==> src/rtl/pipeline_hazard_ctrl_if.sv <==
// Signal bundle between the pipeline datapath and its hazard/stall controller.
// master = datapath side (reports status, consumes controls)
// slave  = controller side (consumes status, drives controls)
interface pipeline_hazard_ctrl_if;
    // status from the pipeline
    logic        imem_resp;
    logic        dmem_resp;
    logic        dmem_need;
    logic        br_taken;
    logic        ex_mem_read;
    logic [4:0]  ex_rd;
    logic [4:0]  id_rs1;
    logic [4:0]  id_rs2;
    logic        id_uses_rs1;
    logic        id_uses_rs2;
    // controls back to the pipeline
    logic        imem_read;
    logic        dmem_req_en;
    logic        pc_load;
    logic        if_id_load;
    logic        id_ex_load;
    logic        ex_mem_load;
    logic        mem_wb_load;
    logic        if_id_flush;
    logic        id_ex_flush;
    logic        ex_mem_flush;
    logic        pc_sel_target;
    logic [1:0]  state;
    logic [15:0] stall_cnt;
    logic [15:0] bubble_cnt;
    logic [15:0] flush_cnt;

    modport master (
        output imem_resp, dmem_resp, dmem_need, br_taken, ex_mem_read,
               ex_rd, id_rs1, id_rs2, id_uses_rs1, id_uses_rs2,
        input  imem_read, dmem_req_en, pc_load, if_id_load, id_ex_load,
               ex_mem_load, mem_wb_load, if_id_flush, id_ex_flush,
               ex_mem_flush, pc_sel_target, state, stall_cnt, bubble_cnt,
               flush_cnt
    );

    modport slave (
        input  imem_resp, dmem_resp, dmem_need, br_taken, ex_mem_read,
               ex_rd, id_rs1, id_rs2, id_uses_rs1, id_uses_rs2,
        output imem_read, dmem_req_en, pc_load, if_id_load, id_ex_load,
               ex_mem_load, mem_wb_load, if_id_flush, id_ex_flush,
               ex_mem_flush, pc_sel_target, state, stall_cnt, bubble_cnt,
               flush_cnt
    );
endinterface

==> src/rtl/pipeline_hazard_ctrl.sv <==
// Hazard/stall controller for a 5-stage pipeline. Holds an early memory
// response while waiting for the other one, inserts a load-use bubble,
// flushes on taken branches, and counts stall/bubble/flush cycles.
module pipeline_hazard_ctrl (
    input  logic                        clk,
    input  logic                        rst,
    pipeline_hazard_ctrl_if.slave       hif
);

    typedef enum logic [1:0] {
        RUN    = 2'd0,
        I_HELD = 2'd1,
        D_HELD = 2'd2
    } state_t;

    state_t st;

    logic i_done, d_done, i_ok, d_ok, advance, hazard;
    logic do_flush, do_bubble;

    // response bookkeeping and load-use detection
    always_comb begin
        i_done    = (st == I_HELD);
        d_done    = (st == D_HELD);
        i_ok      = hif.imem_resp | i_done;
        d_ok      = ~hif.dmem_need | hif.dmem_resp | d_done;
        advance   = i_ok & d_ok;
        hazard    = hif.ex_mem_read & (hif.ex_rd != 5'd0) &
                    ((hif.id_uses_rs1 & (hif.ex_rd == hif.id_rs1)) |
                     (hif.id_uses_rs2 & (hif.ex_rd == hif.id_rs2)));
        // branch wins over the bubble: the bubbled instruction is squashed anyway
        do_flush  = advance & hif.br_taken;
        do_bubble = advance & ~hif.br_taken & hazard;
    end

    // stage-register controls; forced low while reset is asserted
    always_comb begin
        hif.imem_read     = 1'b0;
        hif.dmem_req_en   = 1'b0;
        hif.pc_load       = 1'b0;
        hif.if_id_load    = 1'b0;
        hif.id_ex_load    = 1'b0;
        hif.ex_mem_load   = 1'b0;
        hif.mem_wb_load   = 1'b0;
        hif.if_id_flush   = 1'b0;
        hif.id_ex_flush   = 1'b0;
        hif.ex_mem_flush  = 1'b0;
        hif.pc_sel_target = 1'b0;
        if (rst) begin
            hif.imem_read   = ~i_done;
            hif.dmem_req_en = hif.dmem_need & ~d_done;
            if (advance) begin
                hif.pc_load     = ~do_bubble;
                hif.if_id_load  = ~do_bubble;
                hif.id_ex_load  = 1'b1;
                hif.ex_mem_load = 1'b1;
                hif.mem_wb_load = 1'b1;
                hif.if_id_flush   = do_flush;
                hif.id_ex_flush   = do_flush | do_bubble;
                hif.ex_mem_flush  = do_flush;
                hif.pc_sel_target = do_flush;
            end
        end
    end

    assign hif.state = st;

    // response-hold FSM and saturating performance counters
    always_ff @(posedge clk or negedge rst) begin
        if (!rst) begin
            st             <= RUN;
            hif.stall_cnt  <= 16'd0;
            hif.bubble_cnt <= 16'd0;
            hif.flush_cnt  <= 16'd0;
        end else begin
            case (st)
                RUN: begin
                    if (hif.imem_resp & ~d_ok)
                        st <= I_HELD;
                    else if (hif.dmem_need & hif.dmem_resp & ~i_ok)
                        st <= D_HELD;
                end
                I_HELD, D_HELD: begin
                    if (advance)
                        st <= RUN;
                end
                default: st <= RUN;
            endcase

            if (!advance && hif.stall_cnt != 16'hFFFF)
                hif.stall_cnt <= hif.stall_cnt + 16'd1;
            if (do_bubble && hif.bubble_cnt != 16'hFFFF)
                hif.bubble_cnt <= hif.bubble_cnt + 16'd1;
            if (do_flush && hif.flush_cnt != 16'hFFFF)
                hif.flush_cnt <= hif.flush_cnt + 16'd1;
        end
    end

endmodule

==> src/flat_wrapper.sv <==
// flat-port wrapper written by rule: the top's interface ports become plain ports
module pipeline_hazard_ctrl_flat 
  (clk, rst, hif_imem_resp, hif_dmem_resp, hif_dmem_need, hif_br_taken, hif_ex_mem_read, hif_ex_rd, hif_id_rs1, hif_id_rs2, hif_id_uses_rs1, hif_id_uses_rs2, hif_imem_read, hif_dmem_req_en, hif_pc_load, hif_if_id_load, hif_id_ex_load, hif_ex_mem_load, hif_mem_wb_load, hif_if_id_flush, hif_id_ex_flush, hif_ex_mem_flush, hif_pc_sel_target, hif_state, hif_stall_cnt, hif_bubble_cnt, hif_flush_cnt);
  pipeline_hazard_ctrl_if hif_i ();
  input  logic clk;
  input  logic rst;
  input wire logic [$bits(hif_i.imem_resp)-1:0] hif_imem_resp;
  input wire logic [$bits(hif_i.dmem_resp)-1:0] hif_dmem_resp;
  input wire logic [$bits(hif_i.dmem_need)-1:0] hif_dmem_need;
  input wire logic [$bits(hif_i.br_taken)-1:0] hif_br_taken;
  input wire logic [$bits(hif_i.ex_mem_read)-1:0] hif_ex_mem_read;
  input wire logic [$bits(hif_i.ex_rd)-1:0] hif_ex_rd;
  input wire logic [$bits(hif_i.id_rs1)-1:0] hif_id_rs1;
  input wire logic [$bits(hif_i.id_rs2)-1:0] hif_id_rs2;
  input wire logic [$bits(hif_i.id_uses_rs1)-1:0] hif_id_uses_rs1;
  input wire logic [$bits(hif_i.id_uses_rs2)-1:0] hif_id_uses_rs2;
  output wire logic [$bits(hif_i.imem_read)-1:0] hif_imem_read;
  output wire logic [$bits(hif_i.dmem_req_en)-1:0] hif_dmem_req_en;
  output wire logic [$bits(hif_i.pc_load)-1:0] hif_pc_load;
  output wire logic [$bits(hif_i.if_id_load)-1:0] hif_if_id_load;
  output wire logic [$bits(hif_i.id_ex_load)-1:0] hif_id_ex_load;
  output wire logic [$bits(hif_i.ex_mem_load)-1:0] hif_ex_mem_load;
  output wire logic [$bits(hif_i.mem_wb_load)-1:0] hif_mem_wb_load;
  output wire logic [$bits(hif_i.if_id_flush)-1:0] hif_if_id_flush;
  output wire logic [$bits(hif_i.id_ex_flush)-1:0] hif_id_ex_flush;
  output wire logic [$bits(hif_i.ex_mem_flush)-1:0] hif_ex_mem_flush;
  output wire logic [$bits(hif_i.pc_sel_target)-1:0] hif_pc_sel_target;
  output wire logic [$bits(hif_i.state)-1:0] hif_state;
  output wire logic [$bits(hif_i.stall_cnt)-1:0] hif_stall_cnt;
  output wire logic [$bits(hif_i.bubble_cnt)-1:0] hif_bubble_cnt;
  output wire logic [$bits(hif_i.flush_cnt)-1:0] hif_flush_cnt;
  assign hif_i.imem_resp = hif_imem_resp;
  assign hif_i.dmem_resp = hif_dmem_resp;
  assign hif_i.dmem_need = hif_dmem_need;
  assign hif_i.br_taken = hif_br_taken;
  assign hif_i.ex_mem_read = hif_ex_mem_read;
  assign hif_i.ex_rd = hif_ex_rd;
  assign hif_i.id_rs1 = hif_id_rs1;
  assign hif_i.id_rs2 = hif_id_rs2;
  assign hif_i.id_uses_rs1 = hif_id_uses_rs1;
  assign hif_i.id_uses_rs2 = hif_id_uses_rs2;
  assign hif_imem_read = hif_i.imem_read;
  assign hif_dmem_req_en = hif_i.dmem_req_en;
  assign hif_pc_load = hif_i.pc_load;
  assign hif_if_id_load = hif_i.if_id_load;
  assign hif_id_ex_load = hif_i.id_ex_load;
  assign hif_ex_mem_load = hif_i.ex_mem_load;
  assign hif_mem_wb_load = hif_i.mem_wb_load;
  assign hif_if_id_flush = hif_i.if_id_flush;
  assign hif_id_ex_flush = hif_i.id_ex_flush;
  assign hif_ex_mem_flush = hif_i.ex_mem_flush;
  assign hif_pc_sel_target = hif_i.pc_sel_target;
  assign hif_state = hif_i.state;
  assign hif_stall_cnt = hif_i.stall_cnt;
  assign hif_bubble_cnt = hif_i.bubble_cnt;
  assign hif_flush_cnt = hif_i.flush_cnt;
  pipeline_hazard_ctrl u_core (.clk(clk), .rst(rst), .hif(hif_i));
endmodule
==> config.mk <==
export PLATFORM = sky130hd
export DESIGN_NAME = pipeline_hazard_ctrl_flat
export DESIGN_NICKNAME = d
export VERILOG_FILES = /design/src/rtl/pipeline_hazard_ctrl_if.sv /design/src/rtl/pipeline_hazard_ctrl.sv /design/src/flat_wrapper.sv
export SDC_FILE = /design/constraint.sdc
export NUM_CORES = 1
export LEC_CHECK = 0
export BUFFER_PORTS_ARGS = -buffer_cell sky130_fd_sc_hd__buf_2
export CELL_PAD_IN_SITES_DETAIL_PLACEMENT = 0
export CELL_PAD_IN_SITES_GLOBAL_PLACEMENT = 2
export CORE_MARGIN = 10
export CORE_UTILIZATION = 31
export CTS_CLUSTER_DIAMETER = 30
export DETAILED_ROUTE_END_ITERATION = 16
export PLACE_DENSITY_LB_ADDON = 0.08
export SYNTH_ARGS = -nofsm -noshare
export SYNTH_HDL_FRONTEND = slang
export SYNTH_SLANG_ARGS = --single-unit
==> constraint.sdc <==
create_clock -name clk -period 2.35 [get_ports clk]
set_input_delay 0.47 -clock clk [delete_from_list [all_inputs] [get_ports clk]]
set_output_delay 0.47 -clock clk [all_outputs]
set_load 0.02 [all_outputs]
Word level (Yosys, flattened, before mapping)
Cells that the tools add are included.
Cells by class
  divide/modulo/power cells: 0
  shift-type cells: 0
  muxes and demuxes: 14
  $add $sub $neg: 3
  bitwise operators: 24
  reduce and logical (&&, ||, !) cells: 8
  equality and inequality tests: 9
  $mul: 0
  magnitude comparators: 0
Operators with widths (number)
  $add 16x1->16 const B: 3
  $ne 16x16->1 const B: 3
  $and 1x1->1: 12
  $eq 5x5->1: 2
  $mux 1: 10
  $not 1->1: 7
  $mux 2: 3
  $or 1x1->1: 5
  $reduce_bool 5->1: 1
  $pmux 2 s2: 1
  $logic_and 1x1->1: 3
  $ne 3x1->1 const B: 1
  $eq 2x1->1 const B: 1
  $eq 2x2->1 const B: 1
  $logic_not 2->1: 1
  $ne 2x1->1 const B: 1
  $reduce_and 2->1: 1
  $reduce_or 2->1: 1
  $logic_not 1->1: 1
Word-level totals
  register bits after elaboration: 50
  logic and storage cells: 62
  memories kept: 0
  input bits: 24
  latch bits: 0
  RAM bits: 0
  output and inout bits: 61
  ROM bits: 0

Logic depth before layout (Yosys ltp)
  depth after elaboration: 9
  depth in mapped cells: 9
  depth with buffers taken out: 7

Worst setup path after synthesis
Ideal clock, no wire load.
  kind: reg-to-output
  start point: reg u_core.st[0] (netlist: u_core.hif.state[0])
  end point: out hif_pc_load
  path buffers: 2
  cell stages (with the launch flop): 10
  arrival: 2.112 ns
  required time: 1.880 ns
  setup slack: -0.232 ns
  cell sequence: dfrtp_1 -> inv_1 -> ha_1 -> nor3b_1 -> nor3_1 -> nand2_1 -> buf_4 -> nor2_1 -> nor2_1 -> buf_4
On the way
  longest elaborated chain between the ends: 8
  elaborated cells between the ends (all ways): 10
  those cells by class: eq/ne: 2; mux: 2; bitwise: 6
RTL lines
  start, declared: line pipeline_hazard_ctrl.sv:16  | state_t st;
  start signal, assigned: line pipeline_hazard_ctrl.sv:71  | st <= RUN;
  start signal, assigned: line pipeline_hazard_ctrl.sv:79  | st <= I_HELD;
  start signal, assigned: line pipeline_hazard_ctrl.sv:81  | st <= D_HELD;
  $eq 2x1->1 / $eq 2x2->1 (equally long branches): line pipeline_hazard_ctrl.sv:23, pipeline_hazard_ctrl.sv:24
  $or 1x1->1 (on tied branches): line pipeline_hazard_ctrl.sv:25, pipeline_hazard_ctrl.sv:26
  $and 1x1->1 (*): line pipeline_hazard_ctrl.sv:27  | advance = i_ok & d_ok;
  $and 1x1->1 (2 in a row): line pipeline_hazard_ctrl.sv:33  | do_bubble = advance & ~hif.br_taken & hazard;
  $not 1->1
  $mux 1 (*) (2 in a row)
  end, declared: line flat_wrapper.sv:19  | output wire logic [$bits(hif_i.pc_load)-1:0] hif_pc_load;
Every way passes the cells marked *; elsewhere a longest branch is shown, timed or not.

Worst setup path in the final report
  start point: in hif_ex_rd[3]
  end point: out hif_id_ex_flush
On the way
  longest elaborated chain between the ends: 8
  elaborated cells between the ends (all ways): 12
  those cells by class: eq/ne: 2; mux: 2; bitwise: 7; reduce/logical: 1
RTL lines
  start, declared: line flat_wrapper.sv:12  | input wire logic [$bits(hif_i.ex_rd)-1:0] hif_ex_rd;
  $eq 5x5->1 (on tied branches): line pipeline_hazard_ctrl.sv:29, pipeline_hazard_ctrl.sv:30
  $and 1x1->1 (on tied branches): line pipeline_hazard_ctrl.sv:29, pipeline_hazard_ctrl.sv:30
  $or 1x1->1: line pipeline_hazard_ctrl.sv:29  | ((hif.id_uses_rs1 & (hif.ex_rd == hif.id_rs1)) |
  $and 1x1->1 (*): line pipeline_hazard_ctrl.sv:28  | hazard = hif.ex_mem_read & (hif.ex_rd != 5'd0) &
  $and 1x1->1 (*): line pipeline_hazard_ctrl.sv:33
  $or 1x1->1 (*): line pipeline_hazard_ctrl.sv:59  | hif.id_ex_flush = do_flush | do_bubble;
  $mux 1 (*): line pipeline_hazard_ctrl.sv:52  | if (advance) begin
  $mux 1 (*): line pipeline_hazard_ctrl.sv:49  | if (rst) begin
  end, declared: line flat_wrapper.sv:25  | output wire logic [$bits(hif_i.id_ex_flush)-1:0] hif_id_ex_flush;
Marked as above.

==> metrics.yaml <==
status: "finished clean"
grt_pass1_wl_um: 12400
cts_tree: "yes"
synthArstFlopShare: 1.00
finalNetCount: 390
grt_max_degree: 24
worstMarginPinSlew_ns: 0.414
dp_hpwl_um: 5800
instances_no_fill: 469
wirelength_met1_um: 3320
drcViolationCount: 0
worstSkewPairLatency_ns: 0.30
coreArea_sq_um: 8720
ys_types: 42
path_class: "in -> out"
worstReg2RegStart: "u_core.hif.flush_cnt[0]"
critPathMaxStageDelay_ns: 0.51
cts-htree-levels: 2
final_layout_size_suffix_gt1_frac: 0.402
final_util: 0.408
p_int_w: 0.00171
peakVddDrop_mv: 0.340
dpl_cell_area_sq_um: 3360
p_sw_frac: 0.379
finalSetupTns_ns: 0
grt_pass1_vias: 2458
track_usage: 0.115
r2r_cells: 5
fillers: 898
dpl.cell_count: 456
arrival_ns: 1.81
ys_seq_area_frac: 0.452
ys.flop_type: "dfrtp_1"
portBuffers: 84
final_common_cell: "buf_2"
setup_violations: 0
grt_overflow: 0
antenna_found_initial: 0
first_iter_violations: 59
p_sw_w: 0.00104
finalCritPeriodShare: 0.972
rows: 34
start_util: 0.318
seq_power_share: 0.429
drt-vias-per-instance: 4.85
fin_total_pwr_w: 0.00275
hold_viol: 0
layout_common_cells: "buf_2, dfrtp_1, xnor2_1, nand2_1, xor2_1"
drt-total-wl_um: 7430
via_count: 2273
clkTransAtPathRegs_ns: 0.09
hold_class: "in -> async"
cp_cell_sequence: "buf_2 > or4_4 > o21a_1 > and2b_1 > o21a_1 > buf_6"
relSlewSlack: 0.722
syn_inst: 261
ioPinCount: 85
syn2layout_area_growth_pct: 28.6
p_per_area_nw_per_um2: 771
topRoutingLayerUsed: "met4"
yosys_warnings: 0
ant_nets: 0
critPathMostFrequentCell: "o21a_1"
start_kind: "input port"
cts-root-buf: "clkbuf_8"
ctsHoldBuffers: 0
wire_per_inst_um: 15.8
pwr-share-clk: 0.224
cts_buffer_depth: 2
synth-edff-count: 0
multi_input_area_sq_um: 1470
syn_area_per_cell_sq_um: 10.6
slew_viol_final: 0
p_leak_nw: 1.70
die_y_um: 115
drt_first_pass_iters: 4
r2r_setup_slack_ns: 0.26
grt_setup_unrepaired: "yes"
period_needed_ns: 2.28
cp_max_fo: 3
register_area_sq_um: 1250
pwr-share-comb: 0.347
synth_top_area_frac: 0.452
die_w_um: 115
ys_top_cells_by_area: "dfrtp_1, xnor2_1, xor2_1, nand2_1, nand4_1"
maxCapViolCount: 0
stdcell_area_sq_um: 3560
dr_wl_met3_um: 403
clock-sinks: 50
slowest_stage: "or4_4"
cts_buffers: 5
timing.rr.end: "u_core.hif.flush_cnt[1]"
die_area_sq_um: 13100
final.setup_skew_ns: 0.00443
wl_met2_um: 3630
syn_nets: 291
synth_seq_cells: 50
antenna_cells: 0
cp-end-kind: "output port"
syn_area_sq_um: 2770
worstPathRequired_ns: 1.88
yosys.area.top_type: "dfrtp_1"
achievable-frequency_mhz: 438
place.gp.congestion: 0.732
## metrics by stage
stage	worst slack [ns]	hold slack [ns]
after global placement	0.000586	0.478
final	0.0656	0.192
after detailed placement	0.00354	0.482
after CTS	0.00937	0.177
after global routing	-0.00512	0.198
after floorplan	0.0572	0.174
## area by class of cell
class,count,share of cell area
inverters,7,0.00738
well taps,108,0.0380
clock inverters,3,0.0112
flip-flops and latches,50,0.351
repair buffers,101,0.160
clock buffers,5,0.0193
multi-input cells,195,0.413
## per-layer routing
layer,vias to the layer above,track usage
met5,-,0
met3,7,0.0294
met1,1105,0.145
met2,46,0.189
met4,0,0.0301
li1,1115,-
## cells in the mapped netlist (2+ instances only)
| cell | number |
|---|---|
| dfrtp_1 | 50 |
| nand2_1 | 28 |
| xnor2_1 | 26 |
| xor2_1 | 25 |
| nor2_1 | 17 |
| nand4_1 | 16 |
| nand3_1 | 12 |
| nor3_1 | 10 |
| inv_1 | 7 |
| nor4_2 | 7 |
| and3_1 | 6 |
| buf_4 | 6 |
| ha_1 | 6 |
| mux2_2 | 6 |
| and4_1 | 4 |
| nand3_2 | 3 |
| nor4_1 | 3 |
| buf_6 | 2 |
| nand2b_1 | 2 |
| nor4b_1 | 2 |
| o21a_1 | 2 |
## what timing repair did
item / 4_1_cts / 5_1_grt
endpoints found under the setup margin: 6 / 6
gates cloned: 0 / 0
gates resized for setup: 7 / 11
pin swaps: 3 / 4
buffers inserted: 2 / 3
## critical path, delay by kind of cell
family | cells | cell delay (ns)
AO/OA/AOI/OAI | 2 | 0.42
buffers and inverters | 2 | 0.26
AND/OR/NAND/NOR | 2 | 0.67
## state kept, by name (all words and copies together), names as in the netlist
signal / flops
u_core.hif.bubble_cnt: 16
u_core.hif.flush_cnt: 16
u_core.hif.stall_cnt: 16
u_core.hif.state: 2
## power groups by stage
stage,logic (W),clock network [W],registers (W)
global route,0.00106,0.000673,0.00121
CTS,0.000946,0.000650,0.00118
global placement,0.000898,0,0.00119
detailed placement,0.000913,0,0.00119
floorplan,0.000436,0,0.00133
finish,0.000952,0.000616,0.00118
## worst max path at each step
| stage | from | end | slack, ns | depth (start not counted) |
|---|---|---|---|---|
| after global routing | u_core.hif.state[0] | hif_if_id_flush | -0.005 | 7 |
| final | hif_ex_rd[3] | hif_id_ex_flush | 0.07 | 6 |
| after CTS | hif_ex_rd[0] | hif_id_ex_flush | 0.009 | 6 |
| after global placement | hif_ex_rd[0] | hif_id_ex_flush | 0.0006 | 6 |
| after floorplan | hif_ex_rd[0] | hif_pc_load | 0.06 | 7 |
| after detailed placement | hif_ex_rd[0] | hif_id_ex_flush | 0.004 | 6 |
## cells by family (layout without fill, tap and decap cells)
group | count (synthesis) | after routing | share of synthesized area
compound gates | 10 | 10 | 0.0330
mux | 7 | 7 | 0.0298
xor+xnor | 51 | 51 | 0.161
buf+inv | 16 | 116 | 0.0357
fa+ha+maj | 6 | 6 | 0.0271
simple gates | 121 | 121 | 0.261
flops | 50 | 50 | 0.452
Note: power is estimated with default switching activity, not from simulation.
